$ cat config.mk
export PLATFORM = sky130hd
export DESIGN_NAME = div_rs_scheduler
export DESIGN_NICKNAME = d
export VERILOG_FILES = /design/src/rtl/div_rs_scheduler_pkg.sv /design/src/rtl/div_rs_scheduler_age_picker.sv /design/src/rtl/div_rs_scheduler.sv
export SDC_FILE = /design/constraint.sdc
export NUM_CORES = 1
export LEC_CHECK = 0
export BUFFER_PORTS_ARGS = -buffer_cell sky130_fd_sc_hd__buf_2
export CAP_MARGIN = 20
export CORE_ASPECT_RATIO = 1.75
export CORE_MARGIN = 8
export CORE_UTILIZATION = 35
export CTS_CLUSTER_SIZE = 28
export DETAILED_ROUTE_END_ITERATION = 8
export GPL_TIMING_DRIVEN = 1
export SLEW_MARGIN = 25
export SYNTH_ARGS = -nofsm -noshare
export SYNTH_HDL_FRONTEND = slang
export SYNTH_SLANG_ARGS = --single-unit
$ cat constraint.sdc
create_clock -name clk -period 7.4 [get_ports clk]
set_input_delay 0.74 -clock clk [delete_from_list [all_inputs] [get_ports clk]]
set_output_delay 0.74 -clock clk [all_outputs]
set_load 0.05 [all_outputs]
$ cat src/rtl/div_rs_scheduler_pkg.sv
// Shared types and constants for the divider reservation station.
// Carries the CDB broadcast packet plus the default RS depth and ROB tag width.
// Imported by every file of the scheduler slice.
package div_rs_scheduler_pkg;

  localparam int RS_DEPTH  = 4;
  localparam int ROB_TAG_W = 4;
  localparam int XLEN      = 32;

  typedef struct packed {
    logic [ROB_TAG_W-1:0] dest_ROB_entry;
    logic [XLEN-1:0]      result;
  } CDB_packet_t;

endpackage

$ cat src/rtl/div_rs_scheduler_age_picker.sv
// Oldest-request picker: grants the requesting entry with the smallest age rank.
// Latency: purely combinational.
// Backpressure: none; the caller qualifies the grant with its own ready.
module age_picker #(
  parameter int DEPTH = 4
) (
  input  logic [DEPTH-1:0]               req,
  input  logic [DEPTH*$clog2(DEPTH)-1:0] ranks,
  output logic [DEPTH-1:0]               grant,
  output logic                           found
);

  localparam int RW = $clog2(DEPTH);

  // Ranks of valid entries are unique, so exactly one requester has no older rival.
  always_comb begin
    grant = '0;
    for (int i = 0; i < DEPTH; i++) begin
      grant[i] = req[i];
      for (int j = 0; j < DEPTH; j++) begin
        if (j != i && req[j] && (ranks[j*RW +: RW] < ranks[i*RW +: RW])) begin
          grant[i] = 1'b0;
        end
      end
    end
  end

  assign found = |req;

endmodule

$ cat src/rtl/div_rs_scheduler.sv
// Divider reservation station: holds instructions until both operands arrive, issues oldest-ready.
// Latency: an entry allocated with ready operands issues one cycle later; a CDB wakeup adds one cycle.
// Backpressure: alloc_ready drops when all entries are held; issue waits for fu_ready.
module div_rs_scheduler
  import div_rs_scheduler_pkg::*;
#(
  parameter int DEPTH = RS_DEPTH
) (
  input  logic                       clk,
  input  logic                       reset,
  input  logic                       flush,
  input  logic                       alloc_valid,
  output logic                       alloc_ready,
  input  logic [ROB_TAG_W-1:0]       alloc_rob,
  input  logic                       alloc_op,
  input  logic                       alloc_a_rdy,
  input  logic                       alloc_b_rdy,
  input  logic [XLEN-1:0]            alloc_a_val,
  input  logic [XLEN-1:0]            alloc_b_val,
  input  logic [ROB_TAG_W-1:0]       alloc_a_tag,
  input  logic [ROB_TAG_W-1:0]       alloc_b_tag,
  input  logic                       cdb_valid,
  input  CDB_packet_t                cdb,
  output logic                       fu_valid_in,
  input  logic                       fu_ready,
  output logic [ROB_TAG_W-1:0]       fu_rob,
  output logic                       fu_op,
  output logic [XLEN-1:0]            fu_dividend,
  output logic [XLEN-1:0]            fu_divisor,
  output logic [$clog2(DEPTH):0]     occupancy
);

  localparam int IW = $clog2(DEPTH);
  localparam int OW = IW + 1;

  logic [DEPTH-1:0]     valid_q, op_q, a_rdy_q, b_rdy_q;
  logic [ROB_TAG_W-1:0] rob_q   [DEPTH];
  logic [ROB_TAG_W-1:0] a_tag_q [DEPTH];
  logic [ROB_TAG_W-1:0] b_tag_q [DEPTH];
  logic [XLEN-1:0]      a_val_q [DEPTH];
  logic [XLEN-1:0]      b_val_q [DEPTH];
  logic [IW-1:0]        rank_q  [DEPTH];

  logic [DEPTH-1:0]    eligible, grant;
  logic [DEPTH*IW-1:0] ranks_flat;
  logic                pick_found, issue, alloc_fire, a_hit, b_hit;
  logic [IW-1:0]       sel_idx, free_idx, sel_rank, new_rank;
  logic [OW-1:0]       occ_after;

  // Count held entries; this drives both occupancy and the allocation gate.
  always_comb begin
    occupancy = '0;
    for (int i = 0; i < DEPTH; i++) begin
      occupancy = occupancy + OW'(valid_q[i]);
    end
  end

  assign alloc_ready = (occupancy < OW'(DEPTH));

  // Eligibility uses registered ready flags only, so a wakeup issues no earlier than next cycle.
  always_comb begin
    eligible   = valid_q & a_rdy_q & b_rdy_q;
    ranks_flat = '0;
    for (int i = 0; i < DEPTH; i++) begin
      ranks_flat[i*IW +: IW] = rank_q[i];
    end
  end

  age_picker #(.DEPTH(DEPTH)) u_picker (
    .req   (eligible),
    .ranks (ranks_flat),
    .grant (grant),
    .found (pick_found)
  );

  // Encode the one-hot grant and locate the lowest free slot for allocation.
  always_comb begin
    sel_idx  = '0;
    free_idx = '0;
    for (int i = 0; i < DEPTH; i++) begin
      if (grant[i]) sel_idx = IW'(i);
    end
    for (int i = DEPTH - 1; i >= 0; i--) begin
      if (!valid_q[i]) free_idx = IW'(i);
    end
  end

  assign issue       = fu_ready && pick_found && !flush;
  assign fu_valid_in = issue;
  assign fu_rob      = rob_q[sel_idx];
  assign fu_op       = op_q[sel_idx];
  assign fu_dividend = a_val_q[sel_idx];
  assign fu_divisor  = b_val_q[sel_idx];

  // Gate allocation on pre-issue fullness; the newcomer ranks behind everything that stays.
  assign alloc_fire = alloc_valid && alloc_ready && !flush;
  assign sel_rank   = rank_q[sel_idx];
  assign occ_after  = occupancy - OW'(issue);
  assign new_rank   = occ_after[IW-1:0];
  assign a_hit      = cdb_valid && (alloc_a_tag == cdb.dest_ROB_entry);
  assign b_hit      = cdb_valid && (alloc_b_tag == cdb.dest_ROB_entry);

  // Control state: valid bits, age ranks with compaction, and operand ready flags.
  always_ff @(posedge clk) begin
    if (reset) begin
      valid_q <= '0;
      for (int i = 0; i < DEPTH; i++) rank_q[i] <= '0;
    end else if (flush) begin
      valid_q <= '0;
    end else begin
      for (int i = 0; i < DEPTH; i++) begin
        if (issue && grant[i]) begin
          valid_q[i] <= 1'b0;
        end else if (issue && valid_q[i] && (rank_q[i] > sel_rank)) begin
          rank_q[i] <= rank_q[i] - IW'(1);
        end
        if (valid_q[i] && cdb_valid && !a_rdy_q[i] && (a_tag_q[i] == cdb.dest_ROB_entry)) begin
          a_rdy_q[i] <= 1'b1;
        end
        if (valid_q[i] && cdb_valid && !b_rdy_q[i] && (b_tag_q[i] == cdb.dest_ROB_entry)) begin
          b_rdy_q[i] <= 1'b1;
        end
      end
      if (alloc_fire) begin
        valid_q[free_idx] <= 1'b1;
        rank_q[free_idx]  <= new_rank;
        a_rdy_q[free_idx] <= alloc_a_rdy || a_hit;
        b_rdy_q[free_idx] <= alloc_b_rdy || b_hit;
      end
    end
  end

  // Payload registers: captured on allocation or wakeup, never reset.
  always_ff @(posedge clk) begin
    for (int i = 0; i < DEPTH; i++) begin
      if (valid_q[i] && cdb_valid && !a_rdy_q[i] && (a_tag_q[i] == cdb.dest_ROB_entry)) begin
        a_val_q[i] <= cdb.result;
      end
      if (valid_q[i] && cdb_valid && !b_rdy_q[i] && (b_tag_q[i] == cdb.dest_ROB_entry)) begin
        b_val_q[i] <= cdb.result;
      end
    end
    if (alloc_fire) begin
      rob_q[free_idx]   <= alloc_rob;
      op_q[free_idx]    <= alloc_op;
      a_tag_q[free_idx] <= alloc_a_tag;
      b_tag_q[free_idx] <= alloc_b_tag;
      a_val_q[free_idx] <= alloc_a_rdy ? alloc_a_val : cdb.result;
      b_val_q[free_idx] <= alloc_b_rdy ? alloc_b_val : cdb.result;
    end
  end

endmodule

Yosys cells after proc, flatten, opt, wreduce, memory -nomap -nowiden
Memories as Yosys holds them, arrays and structs flattened.
Cells that the tools add are included.
Word-level totals
  register bits after elaboration: 16
  latch bits: 0
  bits in writable memories: 312
  bits in read-only memories: 0
  output and inout port bits: 74
  logic and storage cells: 236
  memories: 6
Operators by class
  add/subtract/negate cells: 8
  multiply operators: 0
  divide/modulo/power cells: 0
  order comparisons: 20
  eq/ne operators: 10
  shifts and indexed selects: 0
  multiplexer cells: 114
  bitwise gates (word level): 9
  reductions and logical operators: 65
Memories
  a_val_q: words 4, width 32, read ports 1, clocked after memory_dff 0, write ports 5, RTL line div_rs_scheduler.sv:40  | logic [XLEN-1:0] a_val_q [DEPTH];
  b_val_q: words 4, width 32, read ports 1, clocked after memory_dff 0, write ports 5, RTL line div_rs_scheduler.sv:41  | logic [XLEN-1:0] b_val_q [DEPTH];
  a_tag_q: words 4, width 4, read ports 4, clocked after memory_dff 0, write ports 1, RTL line div_rs_scheduler.sv:38  | logic [ROB_TAG_W-1:0] a_tag_q [DEPTH];
  b_tag_q: words 4, width 4, read ports 4, clocked after memory_dff 0, write ports 1, RTL line div_rs_scheduler.sv:39  | logic [ROB_TAG_W-1:0] b_tag_q [DEPTH];
  rob_q: words 4, width 4, read ports 1, clocked after memory_dff 0, write ports 1, RTL line div_rs_scheduler.sv:37  | logic [ROB_TAG_W-1:0] rob_q [DEPTH];
  rank_q: words 4, width 2, read ports 5, clocked after memory_dff 0, write ports 5, RTL line div_rs_scheduler.sv:42  | logic [IW-1:0] rank_q [DEPTH];
Operators with widths (number)
  $mux W1: 94
  $mux W32: 2
  $logic_and A1 B1 Y1: 51
  $eq A4 B4 Y1: 10
  $lt A2 B2 Y1: 12
  $mux W2: 10
  $bwmux W4: 3
  $mux W4: 3
  $logic_not A1 Y1: 9
  $and A4 B4 Y4: 2
  $gt A2 B2 Y1: 4
  $sub A2 B1 Y2 const B: 4
  $lt A2 B3 Y1 const B: 2
  $or A1 B1 Y1: 4
  $or A4 B4 Y4: 1
  $reduce_or A4 Y1: 1
  $add A2 B1 Y3: 1
  $add A3 B1 Y3: 1
  $lt A3 B3 Y1 const B: 1
  $add A1 B1 Y2: 1
  $bmux W1 S2: 1
  $demux W1 S2: 1
  $ge A2 B1 Y1 const B: 1
  $logic_or A1 B1 Y1: 2
  4 further kinds: 5

Depth between registers and ports, before layout
An unclocked memory read counts as a cell.
  depth in word-level cells: 18
  mapped depth: 18
  depth with buffers taken out: 16

Hierarchy
From an unflattened synthesis, not the netlist that was laid out.
Unflattened totals
  cells, all modules: 1244
  area total of the unflattened synthesis: 16749.8 um^2
Modules (own cells, without submodules)
  div_rs_scheduler: instances 1, cells an instance 1196, area each 16390.7 um^2, seq. area each 9809.4 um^2
  age_picker: instances 1, cells an instance 48, area each 359.1 um^2, seq. area each 0.0 um^2

Worst setup path after synthesis
Ideal clock, no wire load.
  path kind: input to register
  from: input cdb[34] (netlist bit)
  to: memory a_val_q[2][0], enable pin
  arrival: 4898 ps
  setup slack: 1988 ps
  cell stages on the path: 4
  buffers on the path: 1
  cell sequence: clkbuf_1 xnor2_1 nand3_1 o41ai_1
RTL lines
  from (decl): RTL line div_rs_scheduler.sv:23  | input CDB_packet_t cdb,
  to (decl): RTL line div_rs_scheduler.sv:40

==> flow_summary.yaml <==
logic_synthesis:
  synthFlopType: "edfxtp_1"
  syn-cell-area_um2: 16700
  synthMostInstantiatedCell: "edfxtp_1"
  ys_warn_count: 0
  synth_area_leaders: "edfxtp_1 58%, mux2_2 17%, mux2i_1 4.2%"
  synth_top_family_by_area: "multiplexers"
  synth-edff-count: 324
  synth_seq_cells: 328
  syn_avg_cell_area_um2: 14.2
  yosysSeqAreaShare_pct: 58.8
  yosysTopAreaCell: "edfxtp_1"
  synth-compound-area-share_pct: 8.81
  postSynthCellCount: 1177
  synth_fa_ha_area_share_pct: 1.54
  synth.top_cells.by_count: "324 x edfxtp_1, 253 x mux2_2, 90 x nor2_1"
  synth.lib_cells_used.distinct: 55
  netlist.area_leader.share_pct: 58.3
  synth_nets: 1318
  synth_xor_area_share_pct: 2.36
  async_flop_share_pct: 0
  yosys.area_share.simple_pct: 4.78
  synth.mux.area_fraction_pct: 21.5
critical_path:
  cp.arrival_ns: 4.41
  startpoint_type: "flip-flop"
  cp_data_required_time_ns: 6.66
  cp-end-kind: "output pin"
  path_class: "flip-flop to output pin"
  crit_fanout: 50
timing:
  setup_tns_ns: 0
  post-route-period-util_pct: 69.6
  max_slew_margin_pct: 28.1
  hold_viol_final: 0
  finalSetupViolations: 0
  worstMarginPinSlew_ns: 1.08
  fmax_mhz: 194
  holdWs_ns: 0.447
  min_period_ns: 5.15
  clock_skew_ns: 0.0216
  rsz0062_at_grt: "no"
  slew_viol_final: 0
floorplanning:
  die_area_um2: 55200
  coreArea_um2: 47500
  design.portCount: 195
  initial_core_util_pct: 35.2
  die_w_um: 181
  row_count: 106
  dieHeight_um: 305
route:
  vias: 10732
  vias_per_cell: 5.44
  drtPass1Iterations: 5
  wl_per_cell_um: 24.9
  ant_nets: 0
  routed_wl_mm: 49.0
  drc: 0
  drt_iter0_markers: 539
flow_run:
  max_cap_violations: 0
power_and_ir_drop:
  p_sw_w: 0.000953
  ir_drop_mv: 0.200
  comb_power_share_pct: 8.9
  clockPowerShare_pct: 40.0
  pwr-share-seq_pct: 51.1
  swShare_pct: 23.3
  leakagePower_nw: 7.02
  intPower_w: 0.00313
  power_density_nw_per_um2: 211
clock_tree:
  h-tree-depth: 2
  cts-hold-fix-buffers: 0
  clockBufferDepth: 3
  cts_resized: 0
  cts-root-buf: "clkbuf_16"
  path_clk_slew_ns: 0.06
  cts_sinks: 328
  postCtsSetupBuffers: 0
  cts_tree: "built"
  numCtsBuffers: 34
  worstSkewPairLatency_ns: 0.52
cells_and_area:
  drive_above_1_share_pct: 38.7
  fillers: 4505
  num-nets-final: 1491
  area_growth_syn_to_layout_pct: 16.0
global_routing:
  grt_pass1_vias: 11345
  grt_first_pass_wirelength_mm: 72.0
  antenna_found_initial: 9
  grt_max_degree: 130
  grt_usage_pct: 17.3
  grt.overflow.total: 0
placed_design:
  dpl.hpwl_mm: 31.5
  gp_congestion: 0.847
  port_buffers: 194
status:
  status: "finished, final reports clean"
hold_path:
  hold_class: "input pin to flip-flop"
layer usage:
metal	up-vias	GRT usage, %	routed length, um
met2	261	33.1	26800
met4	8	6.16	1370
met3	80	3.09	2030
met1	5485	18.6	18700
met5	-	0	52
li1	4898	-	-
worst max-delay path, cell delays in order, from the launching register on:
cell and delay [ns]:
edfxtp_1 0.51, inv_1 0.15, ha_1 0.31, nor2b_1 0.17, nor3_1 0.09, nor4b_4 0.24
buf_4 0.48, buf_4 0.87, mux2i_1 0.17, a211oi_1 0.43, a21o_1 0.13, buf_2 0.26
placed cells by master, fill, tap and decap left out, drive strengths merged, types with 26 or more instances in the layout:
cell / count
mux2i: 70
xnor2: 26
buf: 209
edfxtp: 324
nor2: 90
nand2: 29
a211oi: 69
a21o: 69
clkbuf: 40
mux2: 256
metrics by stage:
step / util (%) / cells / worst slack [ns] / power (W) / instance area (um^2)
detailed placement: 38.6 / 1907 / 2.69 / 0.00250 / 18300
floorplan: - / 1177 / 1.99 / 0.00235 / 16700
global placement: 38.5 / 1907 / 2.68 / 0.00249 / 18300
CTS: 40.7 / 1966 / 2.20 / 0.00413 / 19300
finish: 40.8 / 1971 / 2.25 / 0.00409 / 19400
global route: 40.8 / 1969 / 1.98 / 0.00422 / 19400
cell type report:
| type | instances | area (um^2) | share of cell area (%) |
|---|---|---|---|
| Tap cell | 594 | 743 | 3.84 |
| Clock inverter | 19 | 150 | 0.775 |
| Sequential cell | 328 | 9810 | 50.7 |
| Multi-Input combinational cell | 761 | 6620 | 34.2 |
| Clock buffer | 40 | 873 | 4.51 |
| Antenna cell | 4 | 10.0 | 0.0517 |
| Inverter | 16 | 60.1 | 0.310 |
| Timing Repair Buffer | 209 | 1100 | 5.68 |
path summary, 6_finish.rpt:
kind	from	end	slack, ns	cells past startpoint
worst max register to register	rank_q[1][1]$_DFFE_PP_	rank_q[1][1]$_DFFE_PP_	2.89	16
worst min-delay path	alloc_rob[3]	rob_q[0][3]$_DFFE_PP_	0.45	1
worst max-delay path	rank_q[1][1]$_DFFE_PP_	fu_dividend[7]	2.25	11
worst min register to register	valid_q[2]$_SDFF_PN0_	valid_q[2]$_SDFF_PN0_	0.64	2
sequential cells by signal, indices dropped and copies added, names as in the netlist:
register / cells
b_rdy_q: 4
a_rdy_q: 4
a_val_q: 128
valid_q: 4
b_tag_q: 16
rob_q: 16
op_q: 4
a_tag_q: 16
rank_q: 8
b_val_q: 128
power by group through the flow:
stage | registers (W) | clock network [W] | logic (W)
2_1_floorplan | 0.00213 | 0 | 0.000228
3_3_place_gp | 0.00213 | 0 | 0.000360
3_5_place_dp | 0.00213 | 0 | 0.000368
4_1_cts | 0.00209 | 0.00167 | 0.000369
5_1_grt | 0.00209 | 0.00174 | 0.000392
6_report | 0.00209 | 0.00163 | 0.000364
cells by family (layout without fill, tap and decap cells):
logic type                 after synthesis  after routing
DFF                                    328            328
muxes                                  326            326
AOI/OAI and AO/OA                      197            197
and+or+nand+nor                        173            173
buffers and inverters                   88            284
xor gates and xnor gates                45             45
adders and majority gates               20             20
other                                    0              4
(Power assumes the default switching activity.)
